<file path="src/rtl/tk1_led_pkg.sv">
// rtl/tk1_led_pkg.sv - register map, ctrl bit positions and FSM states for the RGB LED PWM block
package tk1_led_pkg;

    localparam logic [1:0] ADDR_R    = 2'd0;
    localparam logic [1:0] ADDR_G    = 2'd1;
    localparam logic [1:0] ADDR_B    = 2'd2;
    localparam logic [1:0] ADDR_CTRL = 2'd3;

    localparam int CTRL_EN    = 0;
    localparam int CTRL_BLINK = 1;

    typedef enum logic [1:0] {
        ST_IDLE    = 2'd0,
        ST_RUN_ON  = 2'd1,
        ST_RUN_OFF = 2'd2
    } led_state_t;

endpackage

</file>
<file path="src/rtl/tk1_led_pwm_chan.sv">
// rtl/tk1_led_pwm_chan.sv - one PWM channel: shadow/active duty, comparator and output flop
module tk1_led_pwm_chan (
    input  logic       clk,
    input  logic       reset,   // synchronous, active-high
    input  logic       we,      // shadow duty write strobe
    input  logic [7:0] wdata,   // shadow duty write data
    input  logic       load,    // copy shadow into active this cycle
    input  logic       run_on,  // PWM output allowed
    input  logic [7:0] count,   // shared step counter
    output logic [7:0] shadow,  // shadow duty for readback
    output logic       pwm      // registered PWM output
);

    logic [7:0] active;

    // load samples the pre-write shadow, so a write coinciding with a
    // boundary only takes effect at the following boundary
    always_ff @(posedge clk) begin
        if (reset) begin
            shadow <= 8'd0;
            active <= 8'd0;
            pwm    <= 1'b0;
        end else begin
            if (we) begin
                shadow <= wdata;
            end
            if (load) begin
                active <= shadow;
            end
            pwm <= run_on && (count < active);
        end
    end

endmodule

</file>
<file path="src/rtl/tk1_led_pwm.sv">
// rtl/tk1_led_pwm.sv - RGB LED PWM top: registers, prescaler, step counter, blink FSM
module tk1_led_pwm #(
    parameter int PRESCALE      = 4,   // clk cycles per PWM step, >= 1
    parameter int BLINK_PERIODS = 64   // PWM periods per blink phase, >= 1
) (
    input  logic       clk,
    input  logic       reset,         // synchronous, active-high
    input  logic       cfg_we,        // register write strobe
    input  logic [1:0] cfg_addr,      // 0=R 1=G 2=B 3=ctrl
    input  logic [7:0] cfg_wdata,     // register write data
    output logic [7:0] cfg_rdata,     // combinational readback
    output logic [2:0] rgb_pwm,       // [0]=R [1]=G [2]=B
    output logic       led_en,        // registered ctrl.enable
    output logic       curr_en,       // registered ctrl.enable
    output logic       period_start   // one-cycle pulse per PWM period boundary
);

    import tk1_led_pkg::*;

    localparam int PW = (PRESCALE > 1) ? $clog2(PRESCALE) : 1;
    localparam int BW = (BLINK_PERIODS > 1) ? $clog2(BLINK_PERIODS) : 1;
    localparam logic [PW-1:0] PRESC_MAX = PW'(PRESCALE - 1);
    localparam logic [BW-1:0] BLINK_MAX = BW'(BLINK_PERIODS - 1);

    led_state_t    state;
    led_state_t    state_nxt;
    logic          ctrl_en;
    logic          ctrl_blink;
    logic [PW-1:0] presc;
    logic [7:0]    counter;
    logic [BW-1:0] blink_cnt;
    logic          running;
    logic          tick;
    logic          boundary;
    logic          blink_wrap;
    logic          run_on;
    logic          load;
    logic [2:0]    we_chan;
    logic [7:0]    shadow_r;
    logic [7:0]    shadow_g;
    logic [7:0]    shadow_b;

    assign running    = (state != ST_IDLE);
    assign tick       = running && (presc == PRESC_MAX);
    assign boundary   = tick && (counter == 8'hFF);
    assign blink_wrap = boundary && ctrl_blink && (blink_cnt == BLINK_MAX);
    // ctrl_en gating drops the outputs one cycle ahead of the IDLE transition
    assign run_on     = (state == ST_RUN_ON) && ctrl_en;
    // while idle the active duties simply follow their shadows
    assign load       = !running || boundary;

    assign we_chan[0] = cfg_we && (cfg_addr == ADDR_R);
    assign we_chan[1] = cfg_we && (cfg_addr == ADDR_G);
    assign we_chan[2] = cfg_we && (cfg_addr == ADDR_B);

    always_comb begin
        cfg_rdata = 8'd0;
        case (cfg_addr)
            ADDR_R:    cfg_rdata = shadow_r;
            ADDR_G:    cfg_rdata = shadow_g;
            ADDR_B:    cfg_rdata = shadow_b;
            default:   cfg_rdata = {6'd0, ctrl_blink, ctrl_en};
        endcase
    end

    always_comb begin
        state_nxt = state;
        case (state)
            ST_IDLE: begin
                if (ctrl_en) state_nxt = ST_RUN_ON;
            end
            ST_RUN_ON: begin
                if (!ctrl_en)        state_nxt = ST_IDLE;
                else if (blink_wrap) state_nxt = ST_RUN_OFF;
            end
            ST_RUN_OFF: begin
                if (!ctrl_en)         state_nxt = ST_IDLE;
                else if (!ctrl_blink) state_nxt = ST_RUN_ON;
                else if (blink_wrap)  state_nxt = ST_RUN_ON;
            end
            default: state_nxt = ST_IDLE;
        endcase
    end

    always_ff @(posedge clk) begin
        if (reset) begin
            state        <= ST_IDLE;
            ctrl_en      <= 1'b0;
            ctrl_blink   <= 1'b0;
            presc        <= '0;
            counter      <= 8'd0;
            blink_cnt    <= '0;
            led_en       <= 1'b0;
            curr_en      <= 1'b0;
            period_start <= 1'b0;
        end else begin
            state        <= state_nxt;
            led_en       <= ctrl_en;
            curr_en      <= ctrl_en;
            period_start <= boundary && ctrl_en;
            if (cfg_we && (cfg_addr == ADDR_CTRL)) begin
                ctrl_en    <= cfg_wdata[CTRL_EN];
                ctrl_blink <= cfg_wdata[CTRL_BLINK];
            end
            if (!running) begin
                presc     <= '0;
                counter   <= 8'd0;
                blink_cnt <= '0;
            end else begin
                presc <= tick ? '0 : presc + 1'b1;
                if (tick) begin
                    counter <= counter + 8'd1;
                end
                if (!ctrl_blink) begin
                    blink_cnt <= '0;
                end else if (boundary) begin
                    blink_cnt <= (blink_cnt == BLINK_MAX) ? '0 : blink_cnt + 1'b1;
                end
            end
        end
    end

    tk1_led_pwm_chan u_chan_r (
        .clk(clk), .reset(reset), .we(we_chan[0]), .wdata(cfg_wdata), .load(load),
        .run_on(run_on), .count(counter), .shadow(shadow_r), .pwm(rgb_pwm[0])
    );

    tk1_led_pwm_chan u_chan_g (
        .clk(clk), .reset(reset), .we(we_chan[1]), .wdata(cfg_wdata), .load(load),
        .run_on(run_on), .count(counter), .shadow(shadow_g), .pwm(rgb_pwm[1])
    );

    tk1_led_pwm_chan u_chan_b (
        .clk(clk), .reset(reset), .we(we_chan[2]), .wdata(cfg_wdata), .load(load),
        .run_on(run_on), .count(counter), .shadow(shadow_b), .pwm(rgb_pwm[2])
    );

endmodule
</file>
<file path="config.mk">
export PLATFORM = sky130hd
export DESIGN_NAME = tk1_led_pwm
export DESIGN_NICKNAME = d
export VERILOG_FILES = /design/src/rtl/tk1_led_pkg.sv /design/src/rtl/tk1_led_pwm_chan.sv /design/src/rtl/tk1_led_pwm.sv
export SDC_FILE = /design/constraint.sdc
export NUM_CORES = 1
export LEC_CHECK = 0
export ABC_AREA = 0
export CELL_PAD_IN_SITES_DETAIL_PLACEMENT = 1
export CELL_PAD_IN_SITES_GLOBAL_PLACEMENT = 1
export CORE_MARGIN = 2
export CORE_UTILIZATION = 45
export CTS_CLUSTER_SIZE = 10
export DETAILED_ROUTE_END_ITERATION = 16
export DONT_BUFFER_PORTS = 1
export GPL_TIMING_DRIVEN = 0
export PLACE_DENSITY_LB_ADDON = 0.1
export SLEW_MARGIN = 10
export SYNTH_ARGS = -nofsm -noshare
export SYNTH_HDL_FRONTEND = slang
export SYNTH_SLANG_ARGS = --single-unit
</file>
<file path="constraint.sdc">
create_clock -name clk -period 2.2 [get_ports clk]
set_input_delay 0.33 -clock clk [delete_from_list [all_inputs] [get_ports clk]]
set_output_delay 0.33 -clock clk [all_outputs]
set_load 0.05 [all_outputs]
</file>
==> metrics.csv <==
metric,value,unit
outcome,"complete, no violations",
drt_first_pass_iters,5,
intPower,2.07,mW
critPathArrivalTime,1.77,ns
yosysWarnings,0,
worstPathMaxFanout,10,
async_flop_share,0,%
fin_crit_sh,95.4,%
avgRoutedWirePerCell,16.1,um
seqPwrFrac,50.4,%
grt_usage,21.8,%
end_kind,primary output,
maxCapViolCount,0,
post-dp-hpwl,6380,um
ys.flop_type,dfxtp_1,
drc_errors,0,
core-area,0.00761,mm2
grt_pass1_vias,2882,
synth_edf_count,0,
hold_viol,0,
syn-num-nets,444,
die-area,0.00845,mm2
grt_antenna_before_repair,0,
htreeDepth,3,
final_layout_size_suffix_gt1_share,10.2,%
die_w,91.9,um
place_area,0.00361,mm2
ctsHoldBuffers,0,
area_growth,10.6,%
fp.dieH,91.9,um
port_buffers,0,
comb_power_share,5.5,%
switchingPower,0.650,mW
ys_types,40,
layout_min_cycle_time,2.10,ns
yosysTopAreaCell,dfxtp_1,
nNetsFinal,455,
cts_root_buf,clkbuf_8,
drv_slew,0,
clkPwrFrac,44.1,%
ys_ff_latch,73,
pin_count,27,
powerDensity,706,mW/mm2
cts_buffer_depth,2,
crit_chain,"nor2b_1, clkbuf_1, nand2_1, o21ai_1",
slowest_delay,0.52,ns
final_area,0.00385,mm2
skew,0.00922,ns
rsz0062_at_grt,false,
irDropWorstVdd,321,uV
wirelength,8430,um
syn_area_per_cell,8.55,um2
critPathLaunchType,primary input,
hold_class,primary input to flop,
postRouteAntennaNets,0,
crit_slowest_cell,o21ai_1,
grt_max_degree,14,
leakage,1.48,nW
fmaxAchievable,0.477,GHz
drtIter0Drc,63,
syn_area,0.00348,mm2
synth_top_cells_by_area,"dfxtp_1, ha_1, nand2_1",
cts_tree,done,
routabilityCongestion,0.791,
n_antenna_cell,0,
path_clk_slew,0.08,ns
max-slew-margin-rel,37.1,%
grt-ovfl-total,0,
fp-row-count,32,
start_util,45.7,%
setup_viol,0,
clock_latency,0.35,ns
grt_pass1_wl,14400,um
cts.sinks,73,
vias_per_cell,5.27,
numCtsBuffers,9,
synth_seq_area_share,42.0,%
vias,2767,
fill_cells,913,
syn-instance-count,407,
crit_type,primary input to primary output,
yosys.area.top_type_share,42.0,%
worst_slew_pin_slew,0.937,ns
tns,0,ns
seq_area,0.00146,mm2
post-cts-setup-buffers,0,
cp.required,1.87,ns
holdWs,0.120,ns
p_total,2.72,mW
multi_input_area,0.00182,mm2
switching_share,23.9,%
==> power by group through the flow <==
stage	Combinational [mW]	Clock (mW)	Sequential, mW
final	0.150	1.20	1.37
after global routing	0.166	1.30	1.37
after CTS	0.150	1.23	1.37
after detailed placement	0.149	0	1.40
after global placement	0.144	0	1.40
after floorplan	0.117	0	1.39
==> critical path, delay by kind of cell <==
kind / cells / cell delay (ns)
buffers and inverters: 1 / 0.44
AO/OA/AOI/OAI: 1 / 0.52
AND/OR/NAND/NOR: 2 / 0.47
==> metal layers <==
metal | wire (um) | vias up | share of wire [%] | track usage [%]
met3 | 265 | 12 | 3.1 | 4.52
met5 | 0 | - | 0 | 0
met2 | 4130 | 39 | 49 | 37.1
li1 | - | 1407 | - | -
met4 | 159 | 0 | 1.9 | 8.46
met1 | 3870 | 1309 | 46 | 27.2
==> repair_timing <==
item,4_1_cts,5_1_grt
hold endpoints to repair,0,0
resized for setup,0,4
setup endpoints to repair,0,4
==> synth_stat cells, types with 3 or more instances <==
library cell	count
a21o_1	6
a21oi_1	42
a31oi_1	6
and3_1	4
buf_2	8
buf_4	5
clkbuf_1	9
dfxtp_1	73
ha_1	24
inv_1	26
mux2i_1	26
nand2_1	71
nand2b_1	6
nand3_1	14
nand4_1	8
nor2_1	31
nor3_1	3
o21ai_0	13
xor2_1	5
==> stage by stage <==
step	utilization (%)	setup slack (ns)	instances
2_1_floorplan	-	0.130	407
3_3_place_gp	47.4	-0.0387	509
3_5_place_dp	47.4	0.0870	509
4_1_cts	50.4	0.0869	525
5_1_grt	50.6	0.00115	525
6_report	50.6	0.102	525
==> sequential cells by signal (all words and copies together), names as in the netlist <==
signal	cells
counter	8
u_chan_b.active	8
u_chan_b.shadow	8
u_chan_g.active	8
u_chan_g.shadow	8
u_chan_r.active	8
u_chan_r.shadow	8
blink_cnt	6
presc	2
state	2
ctrl_blink	1
ctrl_en	1
curr_en	1
period_start	1
u_chan_b.pwm	1
u_chan_g.pwm	1
u_chan_r.pwm	1
==> layout make-up <==
cell class / instances / share of cell area, %
multi-input combinational: 286 / 47.4
buffer: 22 / 2.89
sequential: 73 / 38.0
clock buffer: 10 / 3.57
clock inverter: 6 / 2.34
inverter: 26 / 2.53
tap: 102 / 3.31
==> kinds of logic (layout without fill, tap and decap cells) <==
group	after synthesis	after routing	share of synthesized area (%)
XOR/XNOR	7	7	1.76
AO/OA/AOI/OAI	74	74	11.9
buffers and inverters	48	64	6.01
flip-flops	73	73	42.0
multiplexers	30	30	9.42
AND/OR/NAND/NOR	151	151	20.3
adder cells (fa/ha/maj)	24	24	8.63
==> cell usage in the layout, fill, tap and decap left out, types with 2 or more instances in the layout <==
cell | Yosys | layout
a31oi_1 | 6 | 6
nand3_1 | 14 | 14
nor2_1 | 31 | 31
nor3_1 | 3 | 3
nand3b_1 | 2 | 2
or3_1 | 2 | 2
o21ai_1 | 2 | 4
nand4_1 | 8 | 8
xnor2_1 | 2 | 2
nand2_1 | 71 | 71
clkbuf_1 | 9 | 9
inv_1 | 26 | 26
clkbuf_8 | 0 | 10
and3_1 | 4 | 4
a21o_1 | 6 | 6
bufinv_16 | 0 | 2
xor2_1 | 5 | 5
buf_4 | 5 | 5
mux2i_1 | 26 | 26
ha_1 | 24 | 24
o21ai_2 | 0 | 4
buf_2 | 8 | 8
o21ai_0 | 13 | 7
dfxtp_1 | 73 | 73
nand2b_1 | 6 | 6
mux4_2 | 2 | 2
a21oi_1 | 42 | 42
nor3b_1 | 2 | 2
==> final timing paths <==
| kind | startpoint | end | slack [ns] | cells past startpoint |
|---|---|---|---|---|
| max reg2reg | counter[1] | blink_cnt[0] | 0.34 | 5 |
| min reg2reg | presc[0] | presc[0] | 0.45 | 1 |
| max | cfg_addr[1] | cfg_rdata[2] | 0.10 | 4 |
| min | cfg_wdata[1] | u_chan_b.shadow[1] | 0.12 | 2 |
Note: power is estimated with default switching activity, not from simulation.
